[src/rtl/riscv_mem_arbiter.sv]
`default_nettype none
// ============================================================================
//  Module   : riscv_mem_arbiter
//  Purpose  : Shares one in-order memory port between instruction fetch and
//             data memory, routing in-order responses via a tag FIFO.
//             Build option RISCV_MEM_ARB_DM_PRIO_EN selects fixed data priority.
//  Revision : 1.0
// ============================================================================
module riscv_mem_arbiter #(
    parameter int DEPTH = 16,
    parameter int CNT_W = $clog2(DEPTH) + 1
) (
    input  logic              clock,
    input  logic              reset,
    input  logic              if_req_vld,
    input  logic [31:0]       if_req_addr,
    output logic              if_req_ack,
    output logic              if_rsp_vld,
    output logic [31:0]       if_rsp_addr,
    output logic [31:0]       if_rsp_data,
    input  logic              if_rsp_ack,
    input  logic              dm_req_vld,
    input  logic              dm_req_rnw,
    input  logic [31:0]       dm_req_addr,
    input  logic [31:0]       dm_req_data,
    output logic              dm_req_ack,
    output logic              dm_rsp_vld,
    output logic [31:0]       dm_rsp_addr,
    output logic [31:0]       dm_rsp_data,
    input  logic              dm_rsp_ack,
    output logic              mem_req_vld,
    output logic              mem_req_rnw,
    output logic [31:0]       mem_req_addr,
    output logic [31:0]       mem_req_data,
    input  logic              mem_req_ack,
    input  logic              mem_rsp_vld,
    input  logic [31:0]       mem_rsp_addr,
    input  logic [31:0]       mem_rsp_data,
    output logic              mem_rsp_ack,
    output logic [CNT_W-1:0]  outstanding,
    output logic              err_orphan_rsp
);

    localparam int         c_PTR_W = $clog2(DEPTH);
    localparam logic       c_ID_IF = 1'b0;
    localparam logic       c_ID_DM = 1'b1;

    logic                  r_last_grant;
    logic                  r_lock;
    logic                  r_locked_id;
    logic [DEPTH-1:0]      r_tag_mem;
    logic [c_PTR_W-1:0]    r_wr_ptr;
    logic [c_PTR_W-1:0]    r_rd_ptr;
    logic [CNT_W-1:0]      r_count;
    logic                  r_orphan;

    logic                  w_grant;
    logic                  w_gnt_vld;
    logic                  w_full;
    logic                  w_empty;
    logic                  w_accept;
    logic                  w_pop;
    logic                  w_head;

    assign w_full  = (r_count == CNT_W'(DEPTH));
    assign w_empty = (r_count == '0);
    assign w_head  = r_tag_mem[r_rd_ptr];

    always_comb begin
        w_grant = c_ID_IF;
        if (r_lock) begin
            w_grant = r_locked_id;
        end else if (if_req_vld && dm_req_vld) begin
`ifdef RISCV_MEM_ARB_DM_PRIO_EN
            w_grant = c_ID_DM;
`else
            w_grant = ~r_last_grant;
`endif
        end else if (dm_req_vld) begin
            w_grant = c_ID_DM;
        end
    end

    // Outputs are forced quiet while reset is asserted.
    assign w_gnt_vld    = (w_grant == c_ID_DM) ? dm_req_vld : if_req_vld;
    assign mem_req_vld  = w_gnt_vld & ~w_full & ~reset;
    assign mem_req_rnw  = (w_grant == c_ID_DM) ? dm_req_rnw : 1'b1;
    assign mem_req_addr = (w_grant == c_ID_DM) ? dm_req_addr : if_req_addr;
    assign mem_req_data = (w_grant == c_ID_DM) ? dm_req_data : 32'h0;
    assign w_accept     = mem_req_vld & mem_req_ack;
    assign if_req_ack   = w_accept & (w_grant == c_ID_IF);
    assign dm_req_ack   = w_accept & (w_grant == c_ID_DM);

    always_comb begin
        if_rsp_vld  = 1'b0;
        dm_rsp_vld  = 1'b0;
        mem_rsp_ack = 1'b0;
        if (!reset) begin
            if (w_empty) begin
                mem_rsp_ack = mem_rsp_vld;
            end else if (w_head == c_ID_DM) begin
                dm_rsp_vld  = mem_rsp_vld;
                mem_rsp_ack = dm_rsp_ack;
            end else begin
                if_rsp_vld  = mem_rsp_vld;
                mem_rsp_ack = if_rsp_ack;
            end
        end
    end

    assign if_rsp_addr    = mem_rsp_addr;
    assign if_rsp_data    = mem_rsp_data;
    assign dm_rsp_addr    = mem_rsp_addr;
    assign dm_rsp_data    = mem_rsp_data;
    assign w_pop          = mem_rsp_vld & mem_rsp_ack & ~w_empty;
    assign outstanding    = r_count;
    assign err_orphan_rsp = r_orphan;

    always_ff @(posedge clock) begin
        if (reset) begin
            r_last_grant <= c_ID_DM;
            r_lock       <= 1'b0;
            r_locked_id  <= c_ID_IF;
            r_tag_mem    <= '0;
            r_wr_ptr     <= '0;
            r_rd_ptr     <= '0;
            r_count      <= '0;
            r_orphan     <= 1'b0;
        end else begin
            if (w_accept) begin
                r_last_grant        <= w_grant;
                r_lock              <= 1'b0;
                r_tag_mem[r_wr_ptr] <= w_grant;
                r_wr_ptr            <= r_wr_ptr + 1'b1;
            end else if (mem_req_vld) begin
                // Hold the stalled grant so the downstream request stays stable.
                r_lock      <= 1'b1;
                r_locked_id <= w_grant;
            end
            if (w_pop) begin
                r_rd_ptr <= r_rd_ptr + 1'b1;
            end
            if (w_accept && !w_pop) begin
                r_count <= r_count + 1'b1;
            end else if (!w_accept && w_pop) begin
                r_count <= r_count - 1'b1;
            end
            if (mem_rsp_vld && w_empty) begin
                r_orphan <= 1'b1;
            end
        end
    end

endmodule
`default_nettype wire

[config.mk]
export PLATFORM = sky130hd
export DESIGN_NAME = riscv_mem_arbiter
export DESIGN_NICKNAME = d
export VERILOG_FILES = /design/src/rtl/riscv_mem_arbiter.sv
export SDC_FILE = /design/constraint.sdc
export NUM_CORES = 1
export LEC_CHECK = 0
export CORE_AREA = 4 4 145 147
export DETAILED_ROUTE_END_ITERATION = 6
export DIE_AREA = 0 0 149 151
export DONT_BUFFER_PORTS = 1
export PLACE_DENSITY = 0.31
export SLEW_MARGIN = 20
export SYNTH_ARGS = -nofsm -noshare
export SYNTH_HDL_FRONTEND = slang
export SYNTH_SLANG_ARGS = --single-unit
[constraint.sdc]
create_clock -name clock -period 8.9 [get_ports clock]
set_clock_uncertainty 0.05 [all_clocks]
set_input_delay 0.89 -clock clock [delete_from_list [all_inputs] [get_ports clock]]
set_output_delay 0.89 -clock clock [all_outputs]
set_load 0.02 [all_outputs]
## After elaboration in Yosys (flattened, before gate mapping)

Index checks and enable logic that the tools add are counted.

- Register bits: 33
- Input bits: 169
- Logic and storage cells: 63

- Add/subtract/negate cells: 4
- Magnitude comparators: 3
- Equal/unequal tests: 1
- Mux-type cells: 23
- Bitwise gates (word level): 13
- Reductions and logical operators: 11

Operators with widths:

| cell | number |
|---|---|
| $mux W32 | 2 |
| $bwmux W16 | 1 |
| $mux W1 | 16 |
| $lt A4 B5 Y1 const B | 2 |
| $mux W5 | 2 |
| $add A4 B1 Y4 const B | 2 |
| $and A1 B1 Y1 | 7 |
| $not A1 Y1 | 6 |
| $add A5 B1 Y5 const B | 1 |
| $eq A5 B5 Y1 const B | 1 |
| $logic_and A1 B1 Y1 | 5 |
| $logic_not A5 Y1 | 1 |
| $sub A5 B1 Y5 const B | 1 |
| $bmux W1 S4 | 1 |
| $demux W1 S4 | 1 |
| $ge A4 B1 Y1 const B | 1 |
| $logic_not A1 Y1 | 2 |
| $reduce_and A2 Y1 | 1 |
| $reduce_bool A2 Y1 | 1 |
| $reduce_or A2 Y1 | 1 |

## Logic depth before layout (Yosys ltp)

- Depth in word-level cells: 11
- Depth in mapped cells: 15

## Worst setup path after synthesis

Ideal clock, no wire load.

- Path kind: input to register
- Start point: input reset
- End point: register r_count[4], in the netlist outstanding[4]
- Setup time: 128 ps
- Data arrival time: 3,350 ps
- Required time: 8,722 ps
- Path slack: 5,373 ps
- Stages: 15
- Path buffers: 2
- Cell sequence: clkbuf_1 -> nor2_1 -> and3_1 -> nand2_1 -> inv_2 -> buf_2 -> ha_1 -> inv_1 -> ha_1 -> nor2b_1 -> o21a_1 -> or3_1 -> a21oi_1 -> xnor2_1 -> nor2_1

- Longest elaborated chain between the ends: 6
- Elaborated cells between the ends (all ways): 12
- Those cells by class: mux: 2; bitwise: 5; reduce/logical: 5

Ends and longest elaborated chain:

| what | line | RTL |
|---|---|---|
| start, declared | 14 | `input logic reset,` |
| $not A1 Y1 (*) | 86 | `assign mem_req_vld = w_gnt_vld & ~w_full & ~reset;` |
| $and A1 B1 Y1 (*) | 86 |  |
| via mem_req_vld | 31 | `output logic mem_req_vld,` |
| $and A1 B1 Y1 (*) | 90 | `assign w_accept = mem_req_vld & mem_req_ack;` |
| via w_accept | 61 | `logic w_accept;` |
| $logic_not A1 Y1 | 145 | `end else if (!w_accept && w_pop) begin` |
| $logic_and A1 B1 Y1 | 145 |  |
| $reduce_bool A2 Y1 (no source line) | -- |  |
| end signal, assigned | 144 | `r_count <= r_count + 1'b1;` |
| end signal, assigned | 146 | `r_count <= r_count - 1'b1;` |
| end, declared | 54 | `logic [CNT_W-1:0] r_count;` |

The timed path passes the listed nets; every way through them passes the cells marked *.
A chain may end at the register's enable or synchronous reset.

## Worst setup path after layout

- Start point: register r_rd_ptr[0]
- End point: register r_count[4], in the netlist outstanding[4]

- Longest elaborated chain between the ends: 10
- Elaborated cells between the ends (all ways): 12
- Those cells by class: mux: 6; bitwise: 2; reduce/logical: 4

Ends and longest elaborated chain:

| what | line | RTL |
|---|---|---|
| start, declared | 53 | `logic [c_PTR_W-1:0] r_rd_ptr;` |
| start signal, assigned | 141 | `r_rd_ptr <= r_rd_ptr + 1'b1;` |
| $bmux W1 S4 (*) | 67 | `assign w_head = r_tag_mem[r_rd_ptr];` |
| $mux W1 (not written as such) (*) | 67 |  |
| $mux W1 (*) | 101 | `end else if (w_head == c_ID_DM) begin` |
| $mux W1 (*) | 99 | `if (w_empty) begin` |
| $mux W1 (*) | 98 | `if (!reset) begin` |
| $and A1 B1 Y1 (*) (2 in series) | 115 | `assign w_pop = mem_rsp_vld & mem_rsp_ack & ~w_empty;` |
| $logic_not A1 Y1 | 143 | `if (w_accept && !w_pop) begin` |
| $logic_and A1 B1 Y1 | 143 |  |
| $mux W5 / $reduce_bool A2 Y1 (equally long branches) | -- |  |

Every way passes the cells marked *; elsewhere a longest branch is shown, timed or not. The select of a mux whose other input is x is not followed.

==> summary.md <==
| Metric | Value |
|---|---|
| Final WS setup | 5.316 ns |
| Flops & latches, synth | 33 |
| Seq pwr share | 33.3% |
| CP bufs+invs | 1 |
| Crit path required time | 9.02 ns |
| Root Buffer | clkbuf_16 |
| Internal Power | 352.9 uW |
| Worst Path Class, Setup | register to register |
| Switching share of power | 34.81% |
| Register area share after synthesis | 19.41% |
| Synthesized area per cell | 8.260 um2 |
| DR WL met3 | 1008 um |
| Tot GR Track Use | 7.033% |
| Synth top area cells | buf_4 (28%), dfxtp_1 (19%), mux2_2 (7.9%) |
| CP max stage cell | dfxtp_1 |
| Ant. Diodes | 0 |
| Routed via count | 2024 |
| Grt total ovfl | 0 |
| Clock insertion delay at the later pin of the skew report | 0.27 ns |
| Worst path cell trace | mux4_2 -> a22oi_2 -> a21oi_1 -> nor2_2 -> ha_1 -> inv_1 -> ha_1 -> nor2b_1 -> o21a_1 -> or3_1 -> a21oi_1 -> xnor2_1 -> nor2_1 |
| Finish-stage setup viols | 0 |
| CP Data Arrival Time | 3.70 ns |
| Gpl congestion | 0.8091 |
| Initial Util | 17.09% |
| Period utilization | 40.27% |
| Post-CTS Resized | 0 |
| Hold WC Path Type | register to register |
| CTS Sinks | 33 |
| Clk slew on worst S/H paths | 0.06 ns |
| Top-count cell post-synth | buf_4 |
| Worst relative slew slack | 47.85% |
| Layout net count | 452 |
| # Post-CTS Setup Buffers | 0 |
| CP top delay family | compound AO/OA/AOI/OAI gates |
| Combinational share of power | 29.0% |
| Clock network power share | 37.7% |
| Yosys warnings | 0 |
| Inst Count DP | 536 |
| Worst setup SP type | register |
| Syn Inst Count | 412 |
| Unique masters post-synth | 42 |
| Pleak | 1.091 nW |
| Detailed Routing Iterations Pass 1 | 4 |
| Synth top cells by count | buf_4 (129), nor2_1 (37), and2_1 (35) |
| CTS tree | yes |
| Row cnt | 52 |
| # Max-Cap Violations | 0 |
| Fmax | 279.0 MHz |
| Crit Path Max Fanout | 10 |
| M1 WL | 3512 um |
| Tightest Pin Transition | 0.7770 ns |
| Post-DP HPWL | 6614 um |
| EDFF count, synth | 0 |
| Power Density | 187.6 mW/mm2 |
| # IOs | 374 |
| Final setup TNS | 0 ns |
| Post-synth top area cell | buf_4 |
| Vias in the first global route | 2144 |
| RSZ-0062 raised after global routing | false |
| 1st-iter DRT viols | 90 |
| Die H | 151 um |
| Minimum clock period | 3.584 ns |
| Pins Over Slew Limit | 0 |
| Non-filler instance count after layout | 544 |
| Crit end category | register |
| Pre-CTS WS | 5.212 ns |
| IO Port Bufs | 0 |
| Core Area | 0.01991 mm2 |
| Sw power | 188.5 uW |
| Largest net degree at the start of global routing | 85 |
| P&R area growth vs syn | -15.18% |
| First-pass GRT wire length | 12520 um |
| Met2 routed WL | 3589 um |
| Vias per cell | 3.721 |
| Max IR drop VDD | 72.60 uV |
| Layout cell share with drive strength beyond 1 | 16.06% |
| Chip width | 149 um |
| Per-cell routed wire length | 15.35 um |
| Final Power | 541.4 uW |
| CP peak stage delay | 0.61 ns |
| Drt total wl | 8351 um |
| Yosys top cell area share | 28.46% |
| CTS buffer count | 5 |
| Routed Antenna Nets | 0 |
| Max Buffers Root-to-Sink | 2 |
| Post-synth ARST share | 0% |
| Die area | 0.02250 mm2 |
| Status | complete, no violations |
| Hold Worst Slack | 0.4409 ns |
| Most used flip-flop cell after synthesis | dfxtp_1 |
| Top routing layer in use | met5 |
| Drt drc | 0 |
| Syn Nets | 591 |
| H-tree depth | 2 |
| Hold Fails Final Rpt | 0 |
| Hold Buf Count CTS | 0 |
| Initial antenna violation count | 2 |
| Syn Std Cell Area | 0.003403 mm2 |
## cell usage in the layout (no fill, tap or decap), types with 2 or more instances in the layout
cell / instances
nor2b_1: 7
o21ai_0: 2
inv_1: 7
nand2b_1: 4
and3_1: 2
mux2_1: 8
mux2i_1: 26
mux4_2: 2
and2_1: 35
nand3_1: 15
clkbuf_16: 5
dfxtp_1: 33
nand2_1: 13
nor2_1: 37
nor3_1: 4
ha_1: 9
mux2_2: 24
xor2_1: 4
nand4_1: 5
a221oi_2: 2
a21oi_1: 8
xnor2_1: 2
## power groups by stage
| stage | clock network (mW) | logic, mW | registers (mW) |
|---|---|---|---|
| final | 0.204 | 0.157 | 0.180 |
| after detailed placement | 0 | 0.158 | 0.184 |
| after global routing | 0.219 | 0.172 | 0.183 |
| after floorplan | 0 | 0.223 | 0.178 |
| after global placement | 0 | 0.159 | 0.184 |
| after CTS | 0.211 | 0.159 | 0.181 |
## routing by layer
metal	GRT usage, %	vias up
li1	-	950
met1	8.477	937
met2	10.25	101
met3	3.950	32
met4	3.021	4
met5	0	-
## worst paths after layout
check	depth (start not counted)	from	end	slack, ns
min reg2reg	2	r_tag_mem[3]	r_tag_mem[3]	0.44
max reg2reg	13	r_rd_ptr[0]	outstanding[4]	5.32
min	2	r_tag_mem[3]	r_tag_mem[3]	0.44
max	13	r_rd_ptr[0]	outstanding[4]	5.32
## worst register-to-register path: cells and delay by family (launching register included)
| kind | cells | cell delay [ns] |
|---|---|---|
| buffers and inverters | 1 | 0.10 |
| adders and majority gates | 2 | 0.54 |
| and+or+nand+nor | 4 | 0.67 |
| xor gates and xnor gates | 1 | 0.13 |
| muxes | 1 | 0.59 |
| DFF | 1 | 0.61 |
| AOI/OAI and AO/OA | 4 | 0.78 |
## per-stage QoR
step / cell area, um2 / utilization (%)
CTS: 2887 / 14.50
global placement: 2714 / 13.63
global route: 2887 / 14.50
floorplan: 3403 / -
finish: 2887 / 14.50
detailed placement: 2714 / 13.63
## state kept, by name (all words and copies together) (netlist names)
name            flops
err_orphan_rsp      1
outstanding         5
r_last_grant        1
r_lock              1
r_locked_id         1
r_rd_ptr            4
r_tag_mem          16
r_wr_ptr            4
## kinds of logic (layout without fill, tap and decap cells)
kind of cell,count (synthesis),after routing,synth area share [%]
buffers and inverters,155,17,31.62
AND/OR/NAND/NOR,127,127,19.30
multiplexers,61,61,20.00
flip-flops,33,33,19.41
AO/OA/AOI/OAI,20,20,4.228
adder cells (fa/ha/maj),10,10,3.897
XOR/XNOR,6,6,1.544
## area by class of cell
| class | count | area (um2) |
|---|---|---|
| inverters | 8 | 30.03 |
| flip-flops and latches | 33 | 660.6 |
| clock inverters | 1 | 30.03 |
| multi-input cells | 224 | 1678 |
| clock buffers | 7 | 142.6 |
| fillers | 2313 | 17020 |
| well taps | 270 | 337.8 |
| repair buffers | 1 | 7.507 |
(Power assumes the default switching activity.)
